**src/rtl/tx_packet_framer.sv**
```systemverilog
// tx_packet_framer
//
// Collects PKT_BYTES payload bytes, then serialises a frame
// (PREAMBLE, SYNC_WORD, payload bytes in arrival order) MSB first.
// Each bit is held for a latched number of clk cycles.
//
// Optional feature macro: TX_PARITY_EN. When defined, one even-parity
// bit (XOR of all payload bits) is appended after the payload.
//
// Ports:
//   clk         system clock
//   rst         synchronous reset, active low
//   byte_in     payload byte from the SPI side
//   byte_valid  byte_in is valid
//   byte_ready  a byte is accepted this cycle if byte_valid is high
//   bit_period  clk cycles per bit, latched at frame start (0 acts as 1)
//   abort       synchronous abort of a load or frame in progress
//   tx_out      registered serial output
//   busy        frame in progress (preamble through last bit)
//   done        one-cycle pulse after the last bit period completes
module tx_packet_framer #(
  parameter int          PKT_BYTES = 3,
  parameter logic [7:0]  PREAMBLE  = 8'hAA,
  parameter logic [7:0]  SYNC_WORD = 8'hB4,
  parameter int          CNT_W     = 14
) (
  input  logic             clk,
  input  logic             rst,
  input  logic [7:0]       byte_in,
  input  logic             byte_valid,
  output logic             byte_ready,
  input  logic [CNT_W-1:0] bit_period,
  input  logic             abort,
  output logic             tx_out,
  output logic             busy,
  output logic             done
);

  // Byte counters are sized for the largest legal PKT_BYTES (15).
  localparam int IDX_W = 4;

  typedef enum logic [2:0] {
    S_IDLE,
    S_PREAMBLE,
    S_SYNC,
    S_PAYLOAD,
`ifdef TX_PARITY_EN
    S_PARITY,
`endif
    S_DONE
  } state_t;

  state_t           state_q, state_d;
  logic [IDX_W-1:0] load_cnt_q, load_cnt_d;
  logic [IDX_W-1:0] byte_idx_q, byte_idx_d;
  logic [2:0]       bit_idx_q, bit_idx_d;
  logic [CNT_W-1:0] cnt_q, cnt_d;
  logic [CNT_W-1:0] period_q, period_d;
  logic             tx_q, tx_d;
  logic [7:0]       payload_q [PKT_BYTES];
  logic             wr_en;
  logic [7:0]       cur_byte;

  assign byte_ready = (state_q == S_IDLE) && (load_cnt_q < IDX_W'(PKT_BYTES));
  assign done       = (state_q == S_DONE);
  assign tx_out     = tx_q;

  always_comb begin
    busy = 1'b0;
    case (state_q)
      S_PREAMBLE, S_SYNC, S_PAYLOAD: busy = 1'b1;
`ifdef TX_PARITY_EN
      S_PARITY: busy = 1'b1;
`endif
      default: busy = 1'b0;
    endcase
  end

  // Next-state logic
  always_comb begin
    state_d    = state_q;
    load_cnt_d = load_cnt_q;
    byte_idx_d = byte_idx_q;
    bit_idx_d  = bit_idx_q;
    cnt_d      = cnt_q;
    period_d   = period_q;
    wr_en      = 1'b0;

    if (abort) begin
      // Abort wins over a byte offered in the same cycle.
      state_d    = S_IDLE;
      load_cnt_d = '0;
      cnt_d      = '0;
      bit_idx_d  = '0;
      byte_idx_d = '0;
    end else begin
      case (state_q)
        S_IDLE: begin
          if (byte_valid && byte_ready) begin
            wr_en = 1'b1;
            if (load_cnt_q == IDX_W'(PKT_BYTES - 1)) begin
              state_d    = S_PREAMBLE;
              load_cnt_d = '0;
              period_d   = (bit_period == '0) ? CNT_W'(1) : bit_period;
              cnt_d      = '0;
              bit_idx_d  = '0;
              byte_idx_d = '0;
            end else begin
              load_cnt_d = load_cnt_q + IDX_W'(1);
            end
          end
        end

        S_DONE: begin
          state_d    = S_IDLE;
          load_cnt_d = '0;
        end

        default: begin
          // Transmit states: hold each bit for period_q cycles.
          if (cnt_q != period_q - CNT_W'(1)) begin
            cnt_d = cnt_q + CNT_W'(1);
          end else begin
            cnt_d     = '0;
            bit_idx_d = bit_idx_q + 3'd1;   // wraps 7 -> 0 at byte end
            if (bit_idx_q == 3'd7) begin
              case (state_q)
                S_PREAMBLE: state_d = S_SYNC;
                S_SYNC: begin
                  state_d    = S_PAYLOAD;
                  byte_idx_d = '0;
                end
                S_PAYLOAD: begin
                  if (byte_idx_q == IDX_W'(PKT_BYTES - 1)) begin
`ifdef TX_PARITY_EN
                    state_d = S_PARITY;
`else
                    state_d = S_DONE;
`endif
                  end else begin
                    byte_idx_d = byte_idx_q + IDX_W'(1);
                  end
                end
                default: ;
              endcase
            end
`ifdef TX_PARITY_EN
            // Parity is a single bit, so it ends after one period.
            if (state_q == S_PARITY) state_d = S_DONE;
`endif
          end
        end
      endcase
    end
  end

  // Payload byte currently addressed by the next bit position.
  always_comb begin
    cur_byte = '0;
    for (int i = 0; i < PKT_BYTES; i++) begin
      if (byte_idx_d == IDX_W'(i)) cur_byte = payload_q[i];
    end
  end

`ifdef TX_PARITY_EN
  logic parity;
  always_comb begin
    parity = 1'b0;
    for (int i = 0; i < PKT_BYTES; i++) parity = parity ^ (^payload_q[i]);
  end
`endif

  // The output flop loads the bit belonging to the next position, so the
  // first preamble bit appears the cycle after the last byte is accepted.
  always_comb begin
    tx_d = 1'b0;
    case (state_d)
      S_PREAMBLE: tx_d = PREAMBLE[3'd7 - bit_idx_d];
      S_SYNC:     tx_d = SYNC_WORD[3'd7 - bit_idx_d];
      S_PAYLOAD:  tx_d = cur_byte[3'd7 - bit_idx_d];
`ifdef TX_PARITY_EN
      S_PARITY:   tx_d = parity;
`endif
      default:    tx_d = 1'b0;
    endcase
  end

  always_ff @(posedge clk) begin
    if (!rst) begin
      state_q    <= S_IDLE;
      load_cnt_q <= '0;
      byte_idx_q <= '0;
      bit_idx_q  <= '0;
      cnt_q      <= '0;
      period_q   <= CNT_W'(1);
      tx_q       <= 1'b0;
    end else begin
      state_q    <= state_d;
      load_cnt_q <= load_cnt_d;
      byte_idx_q <= byte_idx_d;
      bit_idx_q  <= bit_idx_d;
      cnt_q      <= cnt_d;
      period_q   <= period_d;
      tx_q       <= tx_d;
    end
  end

  // Payload store, written in arrival order.
  always_ff @(posedge clk) begin
    if (!rst) begin
      for (int i = 0; i < PKT_BYTES; i++) payload_q[i] <= '0;
    end else if (wr_en) begin
      for (int i = 0; i < PKT_BYTES; i++) begin
        if (load_cnt_q == IDX_W'(i)) payload_q[i] <= byte_in;
      end
    end
  end

endmodule

```
**config.mk**
```make
export PLATFORM = sky130hd
export DESIGN_NAME = tx_packet_framer
export DESIGN_NICKNAME = d
export VERILOG_FILES = /design/src/rtl/tx_packet_framer.sv
export SDC_FILE = /design/constraint.sdc
export NUM_CORES = 1
export LEC_CHECK = 0
export BUFFER_PORTS_ARGS = -buffer_cell sky130_fd_sc_hd__buf_2
export CAP_MARGIN = 20
export CORE_ASPECT_RATIO = 2
export CORE_MARGIN = 3
export CORE_UTILIZATION = 44
export DETAILED_ROUTE_END_ITERATION = 16
export PLACE_DENSITY_LB_ADDON = 0.2
export SLEW_MARGIN = 20
export SYNTH_ARGS = -nofsm -noshare
export SYNTH_HDL_FRONTEND = slang
export SYNTH_SLANG_ARGS = --single-unit
```
**constraint.sdc**
```tcl
create_clock -name clk -period 9.7 [get_ports clk]
set_input_delay 1.94 -clock clk [delete_from_list [all_inputs] [get_ports clk]]
set_output_delay 1.94 -clock clk [all_outputs]
set_load 0.01 [all_outputs]
```
==> results_dict.tcl <==
set metrics [dict create \
    synth_edf_count 24 \
    r2r_start "period_q[0]$_SDFFE_PN1P_" \
    ys_warn_count 0 \
    place_hpwl_um 8540 \
    final_common_cell "dfxtp_1" \
    firstDrtPassIters 4 \
    synth_seq_cells 67 \
    met2_usage 0.407 \
    rsz0062_at_grt "false" \
    power.total_uw 668 \
    min_path_type "reg -> reg" \
    fin_tns_setup_ns 0 \
    cts_root_buf "clkbuf_16" \
    cp_max_fo 8 \
    seq_area_frac_synth 0.398 \
    final_cell_mix "dfxtp_1 (43), nor2_1 (41), nand2_1 (33), buf_2 (29), edfxtp_1 (24)" \
    grt_pass1_wl_um 17400 \
    fin_worst_skew_ns 0.00827 \
    hold_start "load_cnt_q[2]$_SDFFE_PP0P_" \
    post_cts_buffers 0 \
    crit_required_ns 9.98 \
    die-area_sq_um 10300 \
    die_x_um 73.2 \
    drive_gt1_frac 0.135 \
    dpl_worst_slack_ns 5.13 \
    wl_um 11000 \
    fmax_mhz 235 \
    top_usage_layer "met2" \
    cap_violations 0 \
    syn_area_per_cell_sq_um 9.06 \
    clock_latency_ns 0.34 \
    diodes 0 \
    ys_types 75 \
    netlist_area_sq_um 3970 \
    crit_arrival_ns 4.53 \
    vias_per_cell 6.20 \
    clockBufferDepth 2 \
    async_flop_share 0 \
    tightest_slew_ns 1.08 \
    remaining_drc_errors 0 \
    cts_resized 0 \
    cts_tree "built" \
    r2r_slack_ns 5.45 \
    start_util 0.456 \
    period_needed_ns 4.25 \
    dr.first_iter.drc_count 211 \
    ir_drop_mv 0.116 \
    setup_viol 0 \
    worstSetupPathType "reg -> reg" \
    coreArea_sq_um 8710 \
    layout.nets 492 \
    setup_slack_ns 5.45 \
    slowest_stage "nor4_1" \
    cp_common_cell "or3b_1" \
    p_leak_nw 1.67 \
    io-pin-count 30 \
    grt_use_met1 0.220 \
    area_growth_pct 12.7 \
    hold_slack_ns 0.467 \
    power-per-cell-area_nw_per_um2 149 \
    antenna_left 0 \
    syn_inst 438 \
    vias 3504 \
    htree_levels 3 \
    cts_buffers 9 \
    met3_usage 0.0503 \
    dieHeight_um 140 \
    start_kind "flop" \
    holdBufCountCts 0 \
    grt_pass1_vias 3469 \
    avgRoutedWirePerCell_um 19.4 \
    worstPathCellList "inv_1 > ha_1 > or3b_1 > nor4b_2 > o2111ai_1 > nor4_1 > mux2i_1 > or3b_1 > or4_1 > a2111o_1 > o21ai_1" \
    grt_remaining_overflow 0 \
    portBuffers 29 \
    slowest_delay_ns 0.73 \
    syn_nets 470 \
    slew_violations 0 \
    place_congestion 0.924 \
    postLayoutCellArea_sq_um 4480 \
    grt_max_degree 19 \
    synthFlopType "dfxtp_1" \
    antenna_found_initial 0 \
    path_clk_slew_ns 0.06 \
    grt_use_total 0.228 \
    outcome "finished, final reports clean" \
    cts_sinks 67 \
    rows 48 \
    crit_start "period_q[0]$_SDFFE_PN1P_" \
    hold_viol 0 \
    slew_headroom 0.279 \
    period_share 0.438 \
    placed_area_sq_um 4170 \
    critPathCaptureType "flop" \
    fill_cells 837 \
]
## Yosys cell counts, types with 3 or more instances
cell	n	share of area
a2111o_1	3	0.0085
a211oi_1	3	0.0057
a21oi_1	19	0.024
a22o_1	11	0.024
a311oi_1	7	0.015
a31oi_1	10	0.016
and2_1	14	0.022
and3_1	10	0.016
clkbuf_1	17	0.016
dfxtp_1	43	0.22
edfxtp_1	24	0.18
ha_1	6	0.019
inv_1	11	0.010
mux2i_1	10	0.025
nand2_1	33	0.031
nand2b_1	5	0.0079
nand3_1	12	0.015
nand3b_1	3	0.0057
nand4_1	10	0.016
nor2_1	41	0.039
nor2b_1	13	0.020
nor3_1	11	0.014
nor3b_1	4	0.0076
nor4_1	7	0.011
o211ai_1	5	0.0095
o21ai_0	17	0.021
o21bai_1	3	0.0057
or2_2	4	0.0063
or3_1	4	0.0063
xnor2_1	11	0.024
xor2_1	9	0.020
## flip-flops by register name, summed over array words and instances, names as in the netlist
register    cells
cnt_q          14
byte_idx_q      4
payload_q      24
state_q         3
tx_out          1
period_q       14
bit_idx_q       3
load_cnt_q      4
## final cells by class
| cell class | count | area [sq um] | share of cell area |
|---|---|---|---|
| clock buffer | 9 | 225 | 0.0503 |
| clock inverter | 7 | 82.6 | 0.0185 |
| sequential | 67 | 1580 | 0.353 |
| multi-input combinational | 340 | 2260 | 0.505 |
| inverter | 11 | 41.3 | 0.00923 |
| tap | 100 | 125 | 0.0280 |
| timing repair buffer | 31 | 160 | 0.0358 |
## per-stage QoR
step,instances,util
2_1_floorplan,438,-
3_5_place_dp,549,0.479
6_report,565,0.514
5_1_grt,565,0.514
3_3_place_gp,549,0.479
4_1_cts,565,0.514
## worst max-delay path, delay by kind of cell, from the launching register on
kind / cells / cell delay, ns
AO/OA/AOI/OAI: 3 / 0.78
adder cells (fa/ha/maj): 1 / 0.29
buffers and inverters: 1 / 0.09
flip-flops: 1 / 0.35
multiplexers: 1 / 0.31
AND/OR/NAND/NOR: 5 / 2.37
## report_power, final
group,total (mW),switching [mW],internal (mW),leakage (nW)
sequential,0.301,0.00331,0.298,0.596
combinational,0.0287,0.0184,0.0103,0.925
clock,0.338,0.135,0.203,0.145
## logic make-up after synthesis
group | share of synthesized area
xor+xnor | 0.0441
fa+ha+maj | 0.0189
simple gates | 0.271
flops | 0.398
buf+inv | 0.0325
mux | 0.0309
compound gates | 0.204
## layer usage
metal | share of wire | up-vias
li1 | - | 1706
met1 | 0.35 | 1670
met3 | 0.030 | 39
met2 | 0.56 | 89
met4 | 0.066 | 0
met5 | 0 | -
## final timing paths
path | to | cells past startpoint
setup / recovery | tx_out$_SDFF_PN0_ | 11
hold / removal | load_cnt_q[2]$_SDFFE_PP0P_ | 1
setup reg to reg | tx_out$_SDFF_PN0_ | 11
hold reg to reg | load_cnt_q[2]$_SDFFE_PP0P_ | 1
Power figures use the tool's default switching activity.
